[config.mk]
export PLATFORM = sky130hd
export DESIGN_NAME = multicycle_controller
export DESIGN_NICKNAME = d
export VERILOG_FILES = /design/src/rtl/multicycle_controller.sv
export SDC_FILE = /design/constraint.sdc
export NUM_CORES = 1
export LEC_CHECK = 0
export CAP_MARGIN = 5
export CORE_MARGIN = 8
export CORE_UTILIZATION = 50
export CTS_BUF_LIST = sky130_fd_sc_hd__clkbuf_8
export CTS_CLUSTER_SIZE = 40
export DETAILED_ROUTE_END_ITERATION = 8
export HOLD_SLACK_MARGIN = 0.1
export PLACE_DENSITY = 0.85
export SYNTH_ARGS = -nofsm -noshare
export SYNTH_HDL_FRONTEND = slang
export SYNTH_SLANG_ARGS = --single-unit
[constraint.sdc]
create_clock -name clk -period 2.58 [get_ports clk]
set_clock_uncertainty 0.15 [all_clocks]
set_input_delay 0.387 -clock clk [delete_from_list [all_inputs] [get_ports clk]]
set_output_delay 0.387 -clock clk [all_outputs]
set_load 0.005 [all_outputs]
[src/rtl/multicycle_controller.sv]
// multicycle_controller
//   Moore control FSM for a multicycle MIPS-style datapath. Each instruction
//   starts in FETCH and walks a fixed state path selected by the opcode (and,
//   for R-type, by the function field). Opcode and function field are
//   registered in DECODE. Every output except pcen is a pure function of the
//   current state and these registered fields. pcen also depends on the live
//   ALU zero flag so that conditional branches resolve in their execute cycle.
//
//   Optional feature: define BYTE_LOAD_EN to decode LB/LBU and drive ltype.
//   When BYTE_LOAD_EN is undefined, LB/LBU are illegal opcodes and ltype is 00.
//
// Ports
//   clk         in   rising-edge clock
//   reset       in   asynchronous, active-high; forces FETCH
//   op[5:0]     in   instruction opcode
//   funct[5:0]  in   R-type function field
//   zero        in   ALU zero flag
//   pcen        out  PC write enable (pcwrite or taken branch)
//   irwrite     out  instruction register write
//   regwrite    out  register file write
//   memwrite    out  memory write
//   iord        out  memory address select (1 = ALU out)
//   memtoreg    out  write-back data select (1 = memory)
//   regdst      out  destination register select (1 = rd)
//   alusrca     out  ALU A select (1 = register A)
//   illegal     out  one-cycle pulse on unknown opcode or function
//   alusrcb[2:0]     ALU B select
//   pcsrc[1:0]       next-PC select
//   alucontrol[2:0]  ALU operation
//   ltype[1:0]       load type: word / zero-ext byte / sign-ext byte
//   state[3:0]       current state, debug only
//
// state   | meaning
// --------+---------------------------------------------------------
// FETCH   | read instruction, PC <= PC + 4
// DECODE  | register operand read, branch target into ALU out
// MEMADR  | effective address = A + sext(imm)
// MEMRD   | memory read
// MEMWB   | memory data into rt
// MEMWR   | memory write
// REX     | R-type ALU operation
// RWB     | ALU result into rd
// IEX     | ADDI/SLTI with sign-extended immediate
// ZEX     | ANDI/ORI with zero-extended immediate
// IWB     | ALU result into rt
// BEQEX   | compare for BEQ, branch if zero
// BNEEX   | compare for BNE, branch if not zero
// JEX     | jump
// ERR     | illegal pulse, no writes, back to FETCH

module multicycle_controller (
    input  logic       clk,
    input  logic       reset,
    input  logic [5:0] op,
    input  logic [5:0] funct,
    input  logic       zero,
    output logic       pcen,
    output logic       irwrite,
    output logic       regwrite,
    output logic       memwrite,
    output logic       iord,
    output logic       memtoreg,
    output logic       regdst,
    output logic       alusrca,
    output logic       illegal,
    output logic [2:0] alusrcb,
    output logic [1:0] pcsrc,
    output logic [2:0] alucontrol,
    output logic [1:0] ltype,
    output logic [3:0] state
);

    typedef enum logic [3:0] {
        S_FETCH  = 4'd0,
        S_DECODE = 4'd1,
        S_MEMADR = 4'd2,
        S_MEMRD  = 4'd3,
        S_MEMWB  = 4'd4,
        S_MEMWR  = 4'd5,
        S_REX    = 4'd6,
        S_RWB    = 4'd7,
        S_IEX    = 4'd8,
        S_ZEX    = 4'd9,
        S_IWB    = 4'd10,
        S_BEQEX  = 4'd11,
        S_BNEEX  = 4'd12,
        S_JEX    = 4'd13,
        S_ERR    = 4'd14
    } state_t;

    localparam logic [5:0] OP_RTYPE = 6'b000000;
    localparam logic [5:0] OP_J     = 6'b000010;
    localparam logic [5:0] OP_BEQ   = 6'b000100;
    localparam logic [5:0] OP_BNE   = 6'b000101;
    localparam logic [5:0] OP_ADDI  = 6'b001000;
    localparam logic [5:0] OP_SLTI  = 6'b001010;
    localparam logic [5:0] OP_ANDI  = 6'b001100;
    localparam logic [5:0] OP_ORI   = 6'b001101;
    localparam logic [5:0] OP_LW    = 6'b100011;
    localparam logic [5:0] OP_SW    = 6'b101011;
`ifdef BYTE_LOAD_EN
    localparam logic [5:0] OP_LB    = 6'b100000;
    localparam logic [5:0] OP_LBU   = 6'b100100;
`endif

    localparam logic [5:0] FN_ADD = 6'b100000;
    localparam logic [5:0] FN_SUB = 6'b100010;
    localparam logic [5:0] FN_AND = 6'b100100;
    localparam logic [5:0] FN_OR  = 6'b100101;
    localparam logic [5:0] FN_SLT = 6'b101010;

    localparam logic [2:0] ALU_ADD = 3'b010;
    localparam logic [2:0] ALU_SUB = 3'b110;
    localparam logic [2:0] ALU_AND = 3'b000;
    localparam logic [2:0] ALU_OR  = 3'b001;
    localparam logic [2:0] ALU_SLT = 3'b111;

    state_t     state_q, state_d;
    logic [5:0] op_q, funct_q;
    logic       pcwrite;
    logic       funct_ok;
    logic [2:0] funct_alu;
    logic [1:0] load_type;

    always_ff @(posedge clk or posedge reset) begin
        if (reset) begin
            state_q <= S_FETCH;
            op_q    <= '0;
            funct_q <= '0;
        end else begin
            state_q <= state_d;
            if (state_q == S_DECODE) begin
                op_q    <= op;
                funct_q <= funct;
            end
        end
    end

    // R-type function decode from the registered field.
    always_comb begin
        funct_ok  = 1'b1;
        funct_alu = ALU_ADD;
        case (funct_q)
            FN_ADD:  funct_alu = ALU_ADD;
            FN_SUB:  funct_alu = ALU_SUB;
            FN_AND:  funct_alu = ALU_AND;
            FN_OR:   funct_alu = ALU_OR;
            FN_SLT:  funct_alu = ALU_SLT;
            default: funct_ok  = 1'b0;
        endcase
    end

    always_comb begin
        load_type = 2'b00;
`ifdef BYTE_LOAD_EN
        case (op_q)
            OP_LBU:  load_type = 2'b01;
            OP_LB:   load_type = 2'b10;
            default: load_type = 2'b00;
        endcase
`endif
    end

    always_comb begin
        state_d    = S_FETCH;
        pcwrite    = 1'b0;
        irwrite    = 1'b0;
        regwrite   = 1'b0;
        memwrite   = 1'b0;
        iord       = 1'b0;
        memtoreg   = 1'b0;
        regdst     = 1'b0;
        alusrca    = 1'b0;
        illegal    = 1'b0;
        alusrcb    = 3'b000;
        pcsrc      = 2'b00;
        alucontrol = 3'b000;
        ltype      = 2'b00;
        case (state_q)
            S_FETCH: begin
                irwrite    = 1'b1;
                alusrcb    = 3'b001;
                alucontrol = ALU_ADD;
                pcwrite    = 1'b1;
                state_d    = S_DECODE;
            end
            S_DECODE: begin
                alusrcb    = 3'b011;
                alucontrol = ALU_ADD;
                // Next state uses the live opcode; it is registered on this edge.
                case (op)
                    OP_LW, OP_SW:       state_d = S_MEMADR;
`ifdef BYTE_LOAD_EN
                    OP_LB, OP_LBU:      state_d = S_MEMADR;
`endif
                    OP_RTYPE:           state_d = S_REX;
                    OP_BEQ:             state_d = S_BEQEX;
                    OP_BNE:             state_d = S_BNEEX;
                    OP_ADDI, OP_SLTI:   state_d = S_IEX;
                    OP_ANDI, OP_ORI:    state_d = S_ZEX;
                    OP_J:               state_d = S_JEX;
                    default:            state_d = S_ERR;
                endcase
            end
            S_MEMADR: begin
                alusrca    = 1'b1;
                alusrcb    = 3'b010;
                alucontrol = ALU_ADD;
                state_d    = (op_q == OP_SW) ? S_MEMWR : S_MEMRD;
            end
            S_MEMRD: begin
                iord    = 1'b1;
                ltype   = load_type;
                state_d = S_MEMWB;
            end
            S_MEMWB: begin
                memtoreg = 1'b1;
                regwrite = 1'b1;
                ltype    = load_type;
                state_d  = S_FETCH;
            end
            S_MEMWR: begin
                iord     = 1'b1;
                memwrite = 1'b1;
                state_d  = S_FETCH;
            end
            S_REX: begin
                alusrca    = 1'b1;
                alucontrol = funct_alu;
                state_d    = funct_ok ? S_RWB : S_ERR;
            end
            S_RWB: begin
                regdst   = 1'b1;
                regwrite = 1'b1;
                state_d  = S_FETCH;
            end
            S_IEX: begin
                alusrca    = 1'b1;
                alusrcb    = 3'b010;
                alucontrol = (op_q == OP_SLTI) ? ALU_SLT : ALU_ADD;
                state_d    = S_IWB;
            end
            S_ZEX: begin
                // Logical immediates still combine with register A.
                alusrca    = 1'b1;
                alusrcb    = 3'b100;
                alucontrol = (op_q == OP_ORI) ? ALU_OR : ALU_AND;
                state_d    = S_IWB;
            end
            S_IWB: begin
                regwrite = 1'b1;
                state_d  = S_FETCH;
            end
            S_BEQEX, S_BNEEX: begin
                alusrca    = 1'b1;
                alucontrol = ALU_SUB;
                pcsrc      = 2'b01;
                state_d    = S_FETCH;
            end
            S_JEX: begin
                pcsrc   = 2'b10;
                pcwrite = 1'b1;
                state_d = S_FETCH;
            end
            S_ERR: begin
                illegal = 1'b1;
                state_d = S_FETCH;
            end
            default: state_d = S_FETCH;
        endcase
    end

    assign pcen  = pcwrite
                 | ((state_q == S_BEQEX) &  zero)
                 | ((state_q == S_BNEEX) & ~zero);
    assign state = state_q;

endmodule

==> results.toml, run 1 <==
[global_routing]
grt_pass1_wl_mm = 5.24
grt.total_usage = 0.152
first_global_vias = 1146
grt-ovfl-total = 0
grt_max_degree = 17
antenna_found_initial = 0

[clocking]
clkSlewWorstSetupHoldPaths_ns = 0.06
cts_tree = "built"
cts_made_buffers = 3
clock_latency_ns = 0.25
hold_buffers = 0
clockBufferDepth = 2
cts_max_level = 1
cts-root-buf = "clkbuf_8"
cts.sinks = 16

[run]
maxCapViolCount = 0

[run_status]
status = "complete, no violations"

[route]
wl_mm = 3.27
avgViaCountPerCell = 6.03
drt_iter0_markers = 116
wl_per_cell_microns = 16.6
ant_nets = 0
drt_pass1_iterations = 4
num_vias = 1187
drc = 0

[synthesis]
synth.distinct_cells = 41
synth-compound-area-share = 0.149
yosysMostFrequentCell = "dfrtp_1"
ys_seq_area_frac = 0.327
synth_fa_ha_area_frac = 0
netlist_top_cells_area = "dfrtp_1 (33%), mux2_4 (12%), nor2b_1 (4.1%)"
synth_top_family_by_area = "simple AND/OR/NAND/NOR gates"
ys_seq_elements = 16
synthSimpleGateAreaFrac = 0.261
muxShareOfSynthArea = 0.175
synth-xor-area-share = 0
synth-main-ff-cell = "dfrtp_1"
syn_area_sq_um = 1220
synth_top_cell_area_share = 0.327
ys_warn_count = 0
synth_edf_count = 0
synth_commonest_cells = "dfrtp_1 (16), nor2_1 (11), mux2_4 (10)"
syn_area_per_cell_sq_um = 9.28
synth_top_area_cell = "dfrtp_1"
synthArstFlopShare = 1.00
synthCells = 132

[timing]
maxSlewViolCount = 0
setup_viol = 0
hold_viol_final = 0
timing.final.crit_share = 0.968
timing.final.ws_setup_ns = 0.0833
slew_headroom = 0.583
worst_pin_slew_ns = 0.625
period_needed_ns = 2.50
fmax_ghz = 0.401

[floorplan]
fp-row-count = 18
core_area_sq_um = 2390
ios = 38
die_w_microns = 65.5
start_util = 0.513
dieArea_sq_um = 4290
die_h_microns = 65.5

[min_path]
hp-class = "reg2reg"

[power]
power_mw = 1.93
leakagePower_nw = 0.661
cellPowerDensity_nw_per_um2 = 1180
ir_drop_mv = 0.729

[place]
placed_area_sq_um = 1570
gp_congestion = 0.861
place_ws_ns = 0.271
numPortBuffers = 35
dpl.hpwl_mm = 2.52

[cells_and_area]
antennaDiodeCount = 0
nets = 183
drive_above_1_share = 0.174
synthToLayoutAreaGrowth_pct = 33.8
design_area_sq_um = 1640

[worst_setup_path]
crit_required_ns = 2.04
startpoint_type = "register"
cp-end-kind = "output pin"
cp_max_fo = 12
worstPathArrival_ns = 1.96
crit_type = "reg2out"
[power breakdown]
group	switching [mW]	internal (mW)
Clock	0.0864	0.136
Combinational	0.508	0.662
Sequential	0.154	0.383
[metal layers]
metal / share of wire / track usage / vias to the layer above
met5: 0 / 0 / -
met4: 0.036 / 0.0817 / 0
met3: 0.12 / 0.0476 / 17
met2: 0.46 / 0.242 / 79
met1: 0.39 / 0.179 / 542
li1: - / - / 549
[cells by family after synthesis]
kind of cell / after synthesis
simple gates: 56
compound gates: 28
mux: 16
flops: 16
buf+inv: 15
other cells: 1
[state kept, by name, summed over array words and instances (netlist names)]
| register | flops |
|---|---|
| state | 4 |
| op_q | 6 |
| funct_q | 6 |
[stage by stage]
| step | cells | TNS (ns) | utilization | hold slack (ns) |
|---|---|---|---|---|
| final | 197 | 0 | 0.687 | 0.337 |
| after floorplan | 133 | 0 | - | 0.151 |
| after global placement | 193 | 0 | 0.659 | 0.311 |
| after detailed placement | 193 | 0 | 0.659 | 0.327 |
| after global routing | 197 | -0.00806 | 0.687 | 0.352 |
| after CTS | 197 | 0 | 0.684 | 0.342 |
[critical path: stages (launching register included)]
cell and delay [ns]:
dfrtp_2 0.48, nand2b_2 0.26, nor3_2 0.21, nand2b_1 0.07, o22ai_1 0.15, clkdlybuf4s50_1 0.53
[cell type report]
class | count | area [sq um]
well taps | 30 | 37.5
fillers | 192 | 748
repair buffers | 41 | 395
flip-flops and latches | 16 | 404
inverters | 4 | 15.0
clock buffers | 4 | 55.1
multi-input cells | 102 | 732
[path summary, 6_finish.rpt]
path	end	start	slack [ns]	cells past startpoint
max	alucontrol[0]	state[2]$_DFF_PP0_	0.08	5
min	op_q[3]$_DFFE_PP0P_	op_q[3]$_DFFE_PP0P_	0.34	1
max reg2reg	funct_q[3]$_DFFE_PP0P_	state[1]$_DFF_PP0_	0.54	5
min reg2reg	op_q[3]$_DFFE_PP0P_	op_q[3]$_DFFE_PP0P_	0.34	1
max in group asynchronous	state[1]$_DFF_PP0_	reset	1.47	2
min in group asynchronous	op_q[2]$_DFFE_PP0P_	reset	0.36	2
[timing repair]
action                     CTS  global route
resized for setup            1             4
setup endpoints to repair    1             5
setup buffers                0             0
[cell usage in the layout, fill, tap and decap left out, types with 2 or more instances in the layout]
| cell type | instances |
|---|---|
| clkdlybuf4s50_1 | 35 |
| dfrtp_1 | 13 |
| nor2_1 | 11 |
| mux2_4 | 10 |
| nor2b_1 | 8 |
| a21oi_1 | 7 |
| buf_4 | 6 |
| nor4_1 | 5 |
| o21ai_1 | 5 |
| nand2b_1 | 5 |
| nand2_1 | 5 |
| nor3_1 | 5 |
| clkbuf_8 | 4 |
| mux2i_1 | 3 |
| nand3_1 | 3 |
| o311ai_1 | 3 |
| inv_1 | 3 |
| dfrtp_2 | 3 |
| nor3b_1 | 2 |
| a211oi_1 | 2 |
| nand4_1 | 2 |
| o31ai_1 | 2 |
| or3_1 | 2 |
| and3_1 | 2 |
| a21o_1 | 2 |
| mux2_1 | 2 |
| conb_1 | 2 |
(Power assumes the default switching activity.)
==> run 2: changes to the inputs <==
CAP_MARGIN = not set   (was 5)
HOLD_SLACK_MARGIN = not set   (was 0.1)
==> results of run 2 <==
Same layout as run 1: the final DEF is identical, and so are final timing and power.
==> run 3: changes to the inputs <==
CORE_ASPECT_RATIO = 1.5   (was not set)
DONT_BUFFER_PORTS = 1   (was not set)
PLACE_DENSITY = not set   (was 0.85)
RECOVER_POWER = 25   (was not set)
==> run 3 against run 2 <==
  * Global-route usage fell by 2.3 points
  * Register-to-register slack improved by 0.17 ns
  * Largest power group unchanged
  * Clock power down 3%
  * Worst setup slack improved by 0.27 ns
  * Critical path depth down 1
  * First-iteration DRC count down 80%
  * Via count decreased by 17%
  * Hold slack lost 0.21 ns
  * Non-clock buffer count decreased by 36
  * Sequential power up 4.3%
  * Core utilization decreased by 16 points
  * Maximum frequency increased by 12%
==> results.toml, run 3 (same netlist as run 1, synthesis figures left out) <==
[timing]
slew_headroom = 0.596
period_needed_ns = 2.22
maxSlewViolCount = 0
rsz0062_at_grt = "false"
timing.final.ws_setup_ns = 0.358
hold_viol_final = 0
timing.final.crit_share = 0.861
setup_viol = 0
holdWs_ns = 0.126
fmax_ghz = 0.450
worst_pin_slew_ns = 0.606
fin_tns_setup_ns = 0

[clocking]
clkSlewWorstSetupHoldPaths_ns = 0.06
cts_tree = "built"
cts_resized = 0
clockBufferDepth = 2
cts_setup_buffers = 0
cts_made_buffers = 3
cts.sinks = 16
hold_buffers = 1
cts-root-buf = "clkbuf_8"
cts_max_level = 1
clock_latency_ns = 0.24

[route]
num_vias = 982
drt_pass1_iterations = 6
drc = 0
avgViaCountPerCell = 6.34
wl_mm = 2.90
wl_per_cell_microns = 18.7
ant_nets = 0
drt_iter0_markers = 23

[cells_and_area]
nets = 147
design_area_sq_um = 1260
final_cells = 155
fill_cells = 235
post-route-util = 0.528
regArea_sq_um = 400
synthToLayoutAreaGrowth_pct = 3.27
antennaDiodeCount = 0
mostFrequentLayoutCells = "dfrtp_1 (16), nor2_1 (11), mux2_4 (10)"
mostFrequentLayoutCell = "dfrtp_1"
multi_input_area_sq_um = 724
drive_above_1_share = 0.168

[worst_setup_path]
crit_required_ns = 2.04
critPathBufInv = 0
startpoint_type = "register"
critPathTopFamily = "flip-flops"
cp_cell_sequence = "nor2b_1 > mux2_2 > a32oi_1 > nand2_1"
slowest_stage = "dfrtp_1"
slowest_delay_ns = 0.73
crit_type = "reg2out"
worstPathArrival_ns = 1.69
cp_max_fo = 20
cp-end-kind = "output pin"

[place]
numPortBuffers = 0
dpl.hpwl_mm = 2.25
place_inst = 150
place_ws_ns = 0.628
placed_area_sq_um = 1200
gp_congestion = 0.801

[power]
cellPowerDensity_nw_per_um2 = 1260
power_mw = 1.59
ir_drop_mv = 0.679
leakagePower_nw = 0.529

[floorplan]
start_util = 0.511
die_h_microns = 76.6
fp-row-count = 22
ios = 38
die_w_microns = 56.4
dieArea_sq_um = 4320
core_area_sq_um = 2390

[run_status]
status = "complete, no violations"

[global_routing]
grt.total_usage = 0.130
grt_max_degree = 21
antenna_found_initial = 0
grt-ovfl-total = 0
first_global_vias = 990
grt_pass1_wl_mm = 4.72

[run]
maxCapViolCount = 0

[min_path]
hp-class = "in2reg"
run 3: layer usage:
metal,part of all wire,global-route usage
met5,0,0
met4,0.020,0.0531
met3,0.073,0.0500
met2,0.51,0.223
met1,0.40,0.136
run 3: path summary, 6_finish.rpt:
path / from / endpoint / slack [ns] / cells after the start
max: state[1]$_DFF_PP0_ / alucontrol[2] / 0.36 / 4
min: op[3] / op_q[3]$_DFFE_PP0P_ / 0.13 / 1
max reg2reg: state[1]$_DFF_PP0_ / op_q[4]$_DFFE_PP0P_ / 0.71 / 4
min reg2reg: op_q[4]$_DFFE_PP0P_ / op_q[4]$_DFFE_PP0P_ / 0.33 / 1
max in group asynchronous: reset / op_q[5]$_DFFE_PP0P_ / 1.39 / 2
min in group asynchronous: reset / op_q[3]$_DFFE_PP0P_ / 0.50 / 2
run 3: where the power goes:
group | internal (mW) | switching (mW)
registers | 0.378 | 0.183
logic | 0.416 | 0.403
clock network | 0.135 | 0.0797
total | 0.929 | 0.665
run 3: layout make-up:
type,instances,share of cell area
multi-input cells,102,0.573
flip-flops and latches,16,0.317
clock buffers,4,0.0435
repair buffers,5,0.0317
well taps,24,0.0237
inverters,4,0.0119
